**config.mk**
```make
export PLATFORM = sky130hd
export DESIGN_NAME = tree_node_writer
export DESIGN_NICKNAME = d
export VERILOG_FILES = /design/src/rtl/tree_node_writer.sv
export SDC_FILE = /design/constraint.sdc
export NUM_CORES = 1
export LEC_CHECK = 0
export BUFFER_PORTS_ARGS = -buffer_cell sky130_fd_sc_hd__clkbuf_2
export CAP_MARGIN = 20
export CORE_MARGIN = 10
export CORE_UTILIZATION = 41
export CTS_CLUSTER_DIAMETER = 150
export CTS_CLUSTER_SIZE = 40
export DETAILED_ROUTE_END_ITERATION = 6
export GPL_TIMING_DRIVEN = 0
export PLACE_DENSITY = 0.67
export SYNTH_ARGS = -nofsm -noshare
export SYNTH_HDL_FRONTEND = slang
export SYNTH_SLANG_ARGS = --single-unit
```
**constraint.sdc**
```tcl
create_clock -name clk -period 3.3 [get_ports clk]
set_input_delay 0.33 -clock clk [delete_from_list [all_inputs] [get_ports clk]]
set_output_delay 0.33 -clock clk [all_outputs]
set_load 0.02 [all_outputs]
```
**src/rtl/tree_node_writer.sv**
```systemverilog
// ---------------------------------------------------------------------------
// tree_node_writer
// Purpose: loads tree nodes into the per-level node BRAMs at run time. This
//   block converts a 32-bit configuration word stream (valid/ready) into
//   40-bit node writes on a dedicated BRAM write port. The port is shared by
//   all levels and selected by a one-hot write enable.
// Transaction: one header word, then two payload words per node:
//   - the LO word carries node bits [31:0];
//   - the HI word carries node bits [39:32] in its bits [7:0].
//   Header fields:
//     [31:28] opcode (4'h1 = write nodes)
//     [27:24] level
//     [20:12] base address
//     [9:0]   node count
// Ports:
//   clk        clock
//   RSTn       asynchronous active-low reset
//   cfg_word   configuration word (header or payload)
//   cfg_valid  cfg_word valid
//   cfg_ready  block accepts cfg_word this cycle
//   wr_en      one-hot BRAM write enable, bit i -> level i
//   wr_addr    BRAM write address (held when wr_en = 0)
//   wr_data    node written (held when wr_en = 0)
//   busy       transaction in progress
//   done       1-cycle pulse, one cycle after the last write slot
//   err        sticky illegal-level flag, cleared by the next write header
// ---------------------------------------------------------------------------
module tree_node_writer #(
  parameter int NODE_WIDTH = 40,
  parameter int NODE_ADDR  = 9,
  parameter int LEVELS     = 8,
  parameter int WORD_WIDTH = 32
) (
  input  logic                  clk,
  input  logic                  RSTn,
  input  logic [WORD_WIDTH-1:0] cfg_word,
  input  logic                  cfg_valid,
  output logic                  cfg_ready,
  output logic [LEVELS-1:0]     wr_en,
  output logic [NODE_ADDR-1:0]  wr_addr,
  output logic [NODE_WIDTH-1:0] wr_data,
  output logic                  busy,
  output logic                  done,
  output logic                  err
);

  localparam int         HI_WIDTH = NODE_WIDTH - WORD_WIDTH;
  localparam logic [3:0] OP_WRITE = 4'h1;

  typedef enum logic [1:0] {IDLE, LO, HI, DONE} state_t;

  state_t                  state_reg;
  logic [3:0]              level_reg;
  logic                    level_ok_reg;
  logic [NODE_ADDR-1:0]    addr_reg;
  logic [9:0]              remain_reg;
  logic [WORD_WIDTH-1:0]   lo_reg;

  logic                    cfg_ready_reg;
  logic [LEVELS-1:0]       wr_en_reg;
  logic [NODE_ADDR-1:0]    wr_addr_reg;
  logic [NODE_WIDTH-1:0]   wr_data_reg;
  logic                    busy_reg;
  logic                    done_reg;
  logic                    err_reg;

  // Header field decode
  logic [3:0]              hdr_op;
  logic [3:0]              hdr_level;
  logic [NODE_ADDR-1:0]    hdr_base;
  logic [9:0]              hdr_count;
  logic                    hdr_illegal;
  logic                    accept;

  assign hdr_op      = cfg_word[31:28];
  assign hdr_level   = cfg_word[27:24];
  assign hdr_base    = cfg_word[12 +: NODE_ADDR];
  assign hdr_count   = cfg_word[9:0];
  assign hdr_illegal = (32'(hdr_level) >= LEVELS);
  assign accept      = cfg_valid & cfg_ready_reg;

  // One-hot decode of the latched level.
  // An illegal level decodes to all zeros, and such writes are also
  // gated by level_ok_reg.
  logic [LEVELS-1:0] level_sel;

  genvar gi;
  generate
    for (gi = 0; gi < LEVELS; gi++) begin : g_level_sel
      assign level_sel[gi] = (32'(level_reg) == gi);
    end
  endgenerate

  always_ff @(posedge clk or negedge RSTn) begin
    if (!RSTn) begin
      state_reg     <= IDLE;
      level_reg     <= '0;
      level_ok_reg  <= 1'b0;
      addr_reg      <= '0;
      remain_reg    <= '0;
      lo_reg        <= '0;
      cfg_ready_reg <= 1'b1;
      wr_en_reg     <= '0;
      wr_addr_reg   <= '0;
      wr_data_reg   <= '0;
      busy_reg      <= 1'b0;
      done_reg      <= 1'b0;
      err_reg       <= 1'b0;
    end else begin
      wr_en_reg <= '0;
      done_reg  <= 1'b0;
      case (state_reg)
        IDLE: begin
          if (accept && hdr_op == OP_WRITE) begin
            err_reg      <= hdr_illegal;
            level_reg    <= hdr_level;
            level_ok_reg <= ~hdr_illegal;
            addr_reg     <= hdr_base;
            remain_reg   <= hdr_count;
            if (hdr_count != 10'd0) begin
              state_reg <= LO;
              busy_reg  <= 1'b1;
            end
          end
        end
        LO: begin
          if (accept) begin
            lo_reg    <= cfg_word;
            state_reg <= HI;
          end
        end
        HI: begin
          if (accept) begin
            if (level_ok_reg) begin
              wr_en_reg   <= level_sel;
              wr_addr_reg <= addr_reg;
              wr_data_reg <= {cfg_word[HI_WIDTH-1:0], lo_reg};
            end
            // Address wraps naturally at 2^NODE_ADDR.
            addr_reg   <= addr_reg + 1'b1;
            remain_reg <= remain_reg - 1'b1;
            if (remain_reg == 10'd1) begin
              // Block input during DONE so that done lands one cycle
              // after the last write.
              state_reg     <= DONE;
              cfg_ready_reg <= 1'b0;
            end else begin
              state_reg <= LO;
            end
          end
        end
        DONE: begin
          state_reg     <= IDLE;
          busy_reg      <= 1'b0;
          done_reg      <= 1'b1;
          cfg_ready_reg <= 1'b1;
        end
        default: begin
          state_reg     <= IDLE;
          busy_reg      <= 1'b0;
          cfg_ready_reg <= 1'b1;
        end
      endcase
    end
  end

  assign cfg_ready = cfg_ready_reg;
  assign wr_en     = wr_en_reg;
  assign wr_addr   = wr_addr_reg;
  assign wr_data   = wr_data_reg;
  assign busy      = busy_reg;
  assign done      = done_reg;
  assign err       = err_reg;

endmodule
```
# --- Word level (Yosys, flattened, before mapping) ---
# Cells that the tools add are included.
word_totals:
  rom_bits: 0
  mem_count: 0
  mem_bits_rw: 0
  output_inout_bits: 61
  reg_bits: 119
  wordCells: 71
  inputBits: 35
  latchBits: 0
classes:
  n_mul: 0
  n_eq_ne: 17
  n_addsub: 2
  mux: 22
  order_cmp: 1
  bitwise: 2
  n_div: 0
  shift: 0
  reduce_logical: 14
op_table:
  columns: ["operator", "count"]
  rows:
  - ["$mux W8", 3]
  - ["$mux W10", 2]
  - ["$pmux W10 S2", 1]
  - ["$mux W9", 2]
  - ["$pmux W9 S2", 1]
  - ["$eq A4 B3 Y1 const B", 4]
  - ["$reduce_and A3 Y1", 4]
  - ["$eq A10 B1 Y1 const B", 1]
  - ["$mux W2", 5]
  - ["$ne A2 B2 Y1 const B", 5]
  - ["$reduce_bool A10 Y1", 1]
  - ["$sub A10 B1 Y10 const B", 1]
  - ["$add A9 B1 Y9 const B", 1]
  - ["$eq A4 B1 Y1 const B", 2]
  - ["$eq A4 B2 Y1 const B", 2]
  - ["$pmux W2 S4", 1]
  - ["$reduce_bool A2 Y1", 3]
  - ["$mux W1", 5]
  - ["$eq A2 B2 Y1 const B", 2]
  - ["$ge A4 B4 Y1 const B", 1]
  - ["$logic_not A4 Y1", 1]
  - ["$pmux W1 S2", 2]
  - ["$reduce_and A2 Y1", 2]
  - ["$reduce_and A4 Y1", 1]
  - ["other kinds (5)", 5]

# --- Logic depth before layout (Yosys ltp) ---
# Gate-level depths: netlist (run 1).
logic_depth:
  ltp_word: 4
  mapped_depth: 8
  mapped_depth_nobuf: 6

# --- Worst setup path before layout (run 1) ---
# OpenSTA, ideal clock, no wires.
synth_path:
  path_kind: "reg-to-reg"
  startpoint: "register remain_reg[0]"
  endpoint: "register remain_reg[8]"
  arrival_ns: 1.711
  required_ns: 3.176
  path_slack_ns: 1.465
  path_stages_with_launch: 7
  setup_ns: 0.124
  path_buffers: 0
  synth_period_minus_slack_ns: 1.835
  path_cell_list: "dfrtp_1 > inv_1 > ha_1 > or4b_2 > nor4_1 > o21ai_0 > o2bb2ai_1"
synth_between:
  elab_chain_cells: 3
synth_lines:
  columns: ["element", "line_no", "rtl"]
  rows:
  - ["start: declaration", "56", "logic [9:0] remain_reg;"]
  - ["start signal: assignment", "119", "remain_reg <= hdr_count;"]
  - ["start signal: assignment", "141", "remain_reg <= remain_reg - 1'b1;"]
  - ["$sub A10 B1 Y10", "141", null]
  - ["$mux W10", "133", "if (accept) begin"]
  - ["$pmux W10 S2", "112", "case (state_reg)"]
# Every way passes these cells. The select of a mux whose other input is x is not followed.
# A chain may end at the register's enable or synchronous reset.

# --- Worst setup path after layout (run 1) ---
# Same ends and word-level chain as after synthesis.

==> results.json, run 1 <==
{
  "ant_nets": 0,
  "drive_above_1_share_pct": 28.10,
  "clk_pin_slew_ps": 60,
  "critPathKind": "flop to flop",
  "cts_setup_buffers": 0,
  "synth_area_um2": 4933,
  "power_frac_seq_pct": 39.5,
  "period_needed_ps": 2098,
  "p_clk_share_pct": 31.7,
  "die_w_um": 129.7,
  "cts.sinks": 119,
  "root_buffer": "clkbuf_16",
  "ys_async_sr_fraction_pct": 100.0,
  "drt-wirelength-per-cell_um": 16.70,
  "via_per_inst": 5.163,
  "cts_hold_buf": 0,
  "worst_pin_slew_ps": 620.1,
  "mostFrequentLayoutCells": "nand2_1 (174), dfrtp_1 (118), clkbuf_2 (94)",
  "max-cap-violations": 0,
  "pwr-share-comb_pct": 28.7,
  "synth_ff_type": "dfrtp_1",
  "rsz0062_at_grt": "false",
  "cts-buffers-inserted": 17,
  "ctsResizeCount": 0,
  "fin_crit_sh_pct": 63.58,
  "antenna_cells": 0,
  "drt_iter0_markers": 320,
  "clock_skew_ps": 6.969,
  "final_util_pct": 52.54,
  "switching_share_pct": 33.92,
  "cts_tree": "done",
  "routed-wl-met2_um": 6251,
  "die_y_um": 129.7,
  "syn_nets": 524,
  "start_util_pct": 41.42,
  "power_leakage_nw": 3.158,
  "power.density_nw_per_um2": 988.3,
  "routabilityCongestion": 0.8421,
  "ys_seq_area_share_pct": 60.39,
  "wl_met1_um": 5505,
  "slew_violations": 0,
  "layout.nets": 639,
  "hold_ws_ps": 17.33,
  "syn_to_final_growth_pct": 26.86,
  "grt_max_degree": 120,
  "antenna_found_initial": 0,
  "mostFrequentLayoutCell": "nand2_1",
  "fmax_mhz": 476.6,
  "cp-start-kind": "flop",
  "crit_fanout": 4,
  "clk_latency_ps": 400,
  "holdCritPathClass": "primary input to async pin",
  "internal_power_mw": 4.087,
  "critPathArrivalTime_ps": 2380,
  "path_cells": "inv_1, ha_1, or4b_2, nor4_1, o21ai_0, o2bb2ai_1",
  "dp_hpwl_um": 8990,
  "slowest_delay_ps": 650,
  "rows": 40,
  "yosys_warnings": 0,
  "place_area_um2": 5629,
  "fp.dieArea_um2": 16820,
  "critPathCaptureType": "flop",
  "vias": 3919,
  "r2r-end": "remain_reg[8]",
  "io_pins": 96,
  "status": "completed",
  "dr.max_layer_used": "met4",
  "ff2ff_setup_slack_ps": 1200,
  "synth_cell_type_count": 46,
  "critical-path-slowest-cell": "or4b_2",
  "synth_area_per_cell_um2": 10.15,
  "synth_edf_count": 0,
  "maxSlewHeadroom_pct": 58.66,
  "hold_viol": 0,
  "r2r_cells": 6,
  "h-tree-depth": 4,
  "io_buffers": 95,
  "irDropWorstVdd_uv": 365.8,
  "dr_wl_met3_um": 783,
  "drcViolationCount": 0,
  "synth_cells": 486,
  "ys_ff_latch": 119,
  "routed_wl_um": 12680,
  "cp.required_ps": 3580,
  "dr.pass1.iters": 4,
  "largest_reg_flops": 40,
  "grt_pass1_vias": 3921,
  "grtUsageTotal_pct": 15.54,
  "grt_pass1_wl_um": 20510,
  "reg2reg_from": "remain_reg[0]",
  "p_sw_mw": 2.098,
  "final_area_um2": 6259,
  "cts_max_path_buffers": 2,
  "core_um2": 11910,
  "tns_ps": 0,
  "grt-ovfl-total": 0,
  "finalSetupViolations": 0
}
==> power by group through the flow <==
stage | Combinational [mW] | Sequential [mW] | Clock [mW]
global route | 1.99 | 2.53 | 2.05
floorplan | 0.916 | 2.69 | 0
detailed placement | 1.80 | 2.46 | 0
CTS | 1.81 | 2.44 | 2.00
finish | 1.78 | 2.45 | 1.96
global placement | 1.74 | 2.43 | 0
==> worst max-delay path by stage <==
| stage | startpoint | endpoint | slack (ps) |
|---|---|---|---|
| after floorplan | remain_reg[0] | remain_reg[8] | 1460 |
| after global placement | RSTn | wr_data[37] | 180 |
| after detailed placement | cfg_word[29] | remain_reg[6] | 1200 |
| after CTS | cfg_ready | wr_en[4] | 1200 |
| after global routing | state_reg[0] | wr_data[3] | 1030 |
| final | remain_reg[0] | remain_reg[8] | 1200 |
==> cells in the mapped netlist, drive strengths merged, types with 4 or more instances <==
| cell type | n | share of area [%] |
|---|---|---|
| a21oi | 14 | 1.4 |
| a22oi | 4 | 0.61 |
| a2bb2oi | 5 | 0.89 |
| buf | 8 | 0.94 |
| clkbuf | 18 | 1.4 |
| dfrtp | 118 | 60 |
| inv | 7 | 0.53 |
| mux2 | 32 | 7.3 |
| nand2 | 174 | 13 |
| nand3 | 8 | 0.81 |
| nor2 | 20 | 1.6 |
| nor3 | 7 | 0.81 |
| nor4 | 7 | 1.0 |
| o21ai | 20 | 2.0 |
| o22ai | 4 | 0.51 |
==> worst max-delay path: cells and delay by family (launching register included) <==
family	cells	cell delay (ps)
simple gates	2	960
flops	1	400
compound gates	2	290
fa+ha+maj	1	220
buf+inv	1	100
==> cells by family (layout without fill, tap and decap cells) <==
kind of cell / after synthesis / after routing / synth area share [%]
multiplexers: 32 / 32 / 7.304
adder cells (fa/ha/maj): 3 / 3 / 0.7609
AND/OR/NAND/NOR: 238 / 238 / 20.70
AO/OA/AOI/OAI: 61 / 61 / 8.015
buffers and inverters: 33 / 159 / 2.840
flip-flops: 119 / 119 / 60.39
==> through the flow <==
step / instances / worst slack [ps] / total power, mW
global placement: 728 / 179.6 / 4.175
detailed placement: 729 / 1201 / 4.262
CTS: 759 / 1204 / 6.252
floorplan: 486 / 1465 / 3.603
finish: 759 / 1202 / 6.185
global route: 759 / 1029 / 6.562
==> metal layers <==
layer	vias up	global-route usage (%)
li1	1866	-
met1	1925	19.48
met2	116	25.26
met3	12	4.503
met4	0	5.225
met5	-	0
==> layout make-up <==
type | count | area [um^2]
inverter | 7 | 26.28
buffer | 26 | 113.9
fill | 1100 | 5653
multi-input combinational | 334 | 1814
timing repair buffer | 96 | 511.7
clock inverter | 8 | 145.1
tap | 147 | 183.9
clock buffer | 22 | 484.2
sequential | 119 | 2979
(Power assumes the default switching activity.)
==> run 2, diff against run 1 <==
ABC_AREA = 1   (was unset)
PLACE_DENSITY = 0.69   (was 0.67)
clock period = 1.74 ns   (was 3.3 ns; I/O delays follow)
==> results.json, run 2 <==
{
  "drcViolationCount": 0,
  "start_util_pct": 42.25,
  "r2r_cells": 7,
  "min_from": "cfg_word[24]",
  "root_buffer": "clkbuf_16",
  "rows": 40,
  "clk_latency_ps": 420,
  "min_delay_path_depth": 3,
  "netlist.top_cell.by_area": "dfrtp_1",
  "synth_edf_count": 0,
  "layout.nets": 753,
  "dr.pass1.iters": 5,
  "vias": 4376,
  "fmax_mhz": 622.5,
  "routabilityCongestion": 0.8683,
  "rsz0062_at_grt": "false",
  "drive_above_1_share_pct": 22.51,
  "critical-path-slowest-cell": "dfstp_2",
  "io_pins": 96,
  "ys_ff_latch": 119,
  "status": "completed",
  "synth_cells": 587,
  "place_area_um2": 5861,
  "via_per_inst": 4.906,
  "p_sw_mw": 4.140,
  "antenna_cells": 0,
  "maxSlewHeadroom_pct": 61.45,
  "die_y_um": 132.0,
  "ant_nets": 0,
  "netlist.area_leader.share_pct": 57.46,
  "grt_pass1_wl_um": 22770,
  "cts.sinks": 119,
  "critPathKind": "flop to flop",
  "mostFrequentLayoutCell": "nand2_1",
  "syn_to_final_growth_pct": 27.03,
  "cts_max_path_buffers": 2,
  "max-cap-violations": 0,
  "drt_iter0_markers": 353,
  "p_clk_share_pct": 28.8,
  "cp.required_ps": 2070,
  "final_area_um2": 6528,
  "critPathArrivalTime_ps": 1940,
  "power_leakage_nw": 3.507,
  "reg2reg_from": "cfg_ready",
  "pwr-share-comb_pct": 30.8,
  "antenna_found_initial": 0,
  "irDropWorstVdd_uv": 561.5,
  "syn_nets": 625,
  "yosysMostFrequentCell": "nand2_1",
  "mostFrequentLayoutCells": "nand2_1 (222), dfrtp_1 (118), clkbuf_2 (95)",
  "power_frac_seq_pct": 40.3,
  "fin_crit_sh_pct": 92.33,
  "grt-ovfl-total": 0,
  "ys_top_cells_by_count": "nand2_1 (223), dfrtp_1 (118), o21ai_0 (49), inv_1 (48), nand3_1 (43)",
  "switching_share_pct": 36.41,
  "grt_max_degree": 120,
  "slowest_delay_ps": 540,
  "fp.dieArea_um2": 17410,
  "power.density_nw_per_um2": 1742,
  "slew_violations": 0,
  "synth_area_um2": 5139,
  "worst_pin_slew_ps": 578.2,
  "ys_seq_area_share_pct": 57.97,
  "r2r-end": "wr_data[35]",
  "crit_fanout": 10,
  "io_buffers": 95,
  "hold_ws_ps": 17.74,
  "internal_power_mw": 7.231,
  "yosys_warnings": 0,
  "cp-start-kind": "flop",
  "synth_area_per_cell_um2": 8.754,
  "min_to": "level_reg[0]",
  "die_w_um": 132.0,
  "largest_reg_flops": 40,
  "routed_wl_um": 13930,
  "synth_cell_type_count": 29,
  "ys_async_sr_fraction_pct": 100.0,
  "synth_ff_type": "dfrtp_1",
  "path_cells": "nand2_2, inv_4, nand2_4, nor2_4, inv_2, clkbuf_2, o21ai_0",
  "grt_pass1_vias": 4468,
  "core_um2": 12160,
  "h-tree-depth": 4,
  "cts_tree": "done",
  "finalSetupViolations": 0,
  "drt-wirelength-per-cell_um": 15.61,
  "holdCritPathClass": "primary input to flop",
  "critPathCaptureType": "flop",
  "clk_pin_slew_ps": 50,
  "clock_skew_ps": 7.066,
  "hold_viol": 0,
  "synth_area_leaders": "dfrtp_1 (57%), nand2_1 (16%), o21ai_0 (4.8%)",
  "dp_hpwl_um": 10080,
  "grtUsageTotal_pct": 16.34,
  "period_needed_ps": 1607,
  "cts-buffers-inserted": 17,
  "ff2ff_setup_slack_ps": 130
}
-- run 2: cell types whose count changed in the layout (fill, tap and decap cells not counted), moves of 8 or more --
cell | before | now
a21oi_1 | 14 | 5
clkbuf_1 | 19 | 7
dlygate4sd3_1 | 0 | 8
inv_1 | 7 | 47
mux2_1 | 0 | 9
mux2_2 | 32 | 2
nand2_1 | 174 | 222
nand3_1 | 8 | 43
nor2_1 | 19 | 27
o21ai_0 | 20 | 48
o21ai_1 | 0 | 11
-- run 2: worst max-delay path, delay by kind of cell, from the launching register on --
| family | cells | cell delay, ps |
|---|---|---|
| compound gates | 1 | 230 |
| buf+inv | 3 | 420 |
| simple gates | 3 | 340 |
| flops | 1 | 540 |
-- run 2: repair_timing --
action | 4_1_cts | 5_1_grt
resized for setup | 1 | 4
hold buffers | 8 | 0
pin swaps | 2 | 0
hold endpoints to repair | 125 | 0
endpoints found under the setup margin | 67 | 62
setup buffers | 4 | 1
-- run 2: worst max path at each step --
stage             endpoint      start  cells after the start
3_5_place_dp   wr_data[35]  cfg_ready                      7
2_1_floorplan   wr_addr[0]  cfg_ready                      9
4_1_cts        wr_data[38]  cfg_ready                      9
3_3_place_gp    wr_addr[2]       RSTn                      1
5_1_grt        wr_data[38]  cfg_ready                      9
6_report       wr_data[35]  cfg_ready                      7
-- run 2: through the flow --
| stage | setup WS, ps | total power [mW] | setup TNS [ps] | cells | utilization, % |
|---|---|---|---|---|---|
| after global routing | 32.71 | 12.15 | 0 | 892 | 53.67 |
| after global placement | -1204 | 7.953 | -142020 | 850 | 47.89 |
| after detailed placement | -146.7 | 8.105 | -2148 | 851 | 48.19 |
| after floorplan | 135.1 | 6.833 | 0 | 587 | - |
| final | 133.4 | 11.37 | 0 | 892 | 53.67 |
| after CTS | 34.97 | 11.44 | 0 | 891 | 53.57 |
-- run 2: kinds of logic after synthesis --
group           Yosys count  share of synthesized area (%)
flops                   119                          57.97
compound gates           67                          6.769
simple gates            308                          24.67
xor+xnor                  3                         0.5114
buf+inv                  76                          6.939
fa+ha+maj                 3                         0.7305
mux                      11                          2.411
-- run 2: area by class of cell --
class	count	area [um^2]
Tap cell	168	210.2
Inverter	53	203.9
Timing Repair Buffer	109	629.4
Clock buffer	23	467.9
Buffer	23	156.4
Fill cell	1121	5634
Sequential cell	119	2979
Clock inverter	5	75.07
Multi-Input combinational cell	392	1805
-- run 2: routing by layer --
metal  track usage [%]  wire length (um)
met1             18.99              5899
met2             26.88              6809
met3             4.306               790
met4             8.900               426
met5                 0                 0
-- run 2: power groups by stage --
stage	registers (mW)	clock network [mW]	logic (mW)
floorplan	5.02	0	1.82
global placement	4.56	0	3.40
detailed placement	4.61	0	3.49
CTS	4.58	3.32	3.54
global route	4.74	3.44	3.97
finish	4.59	3.28	3.51
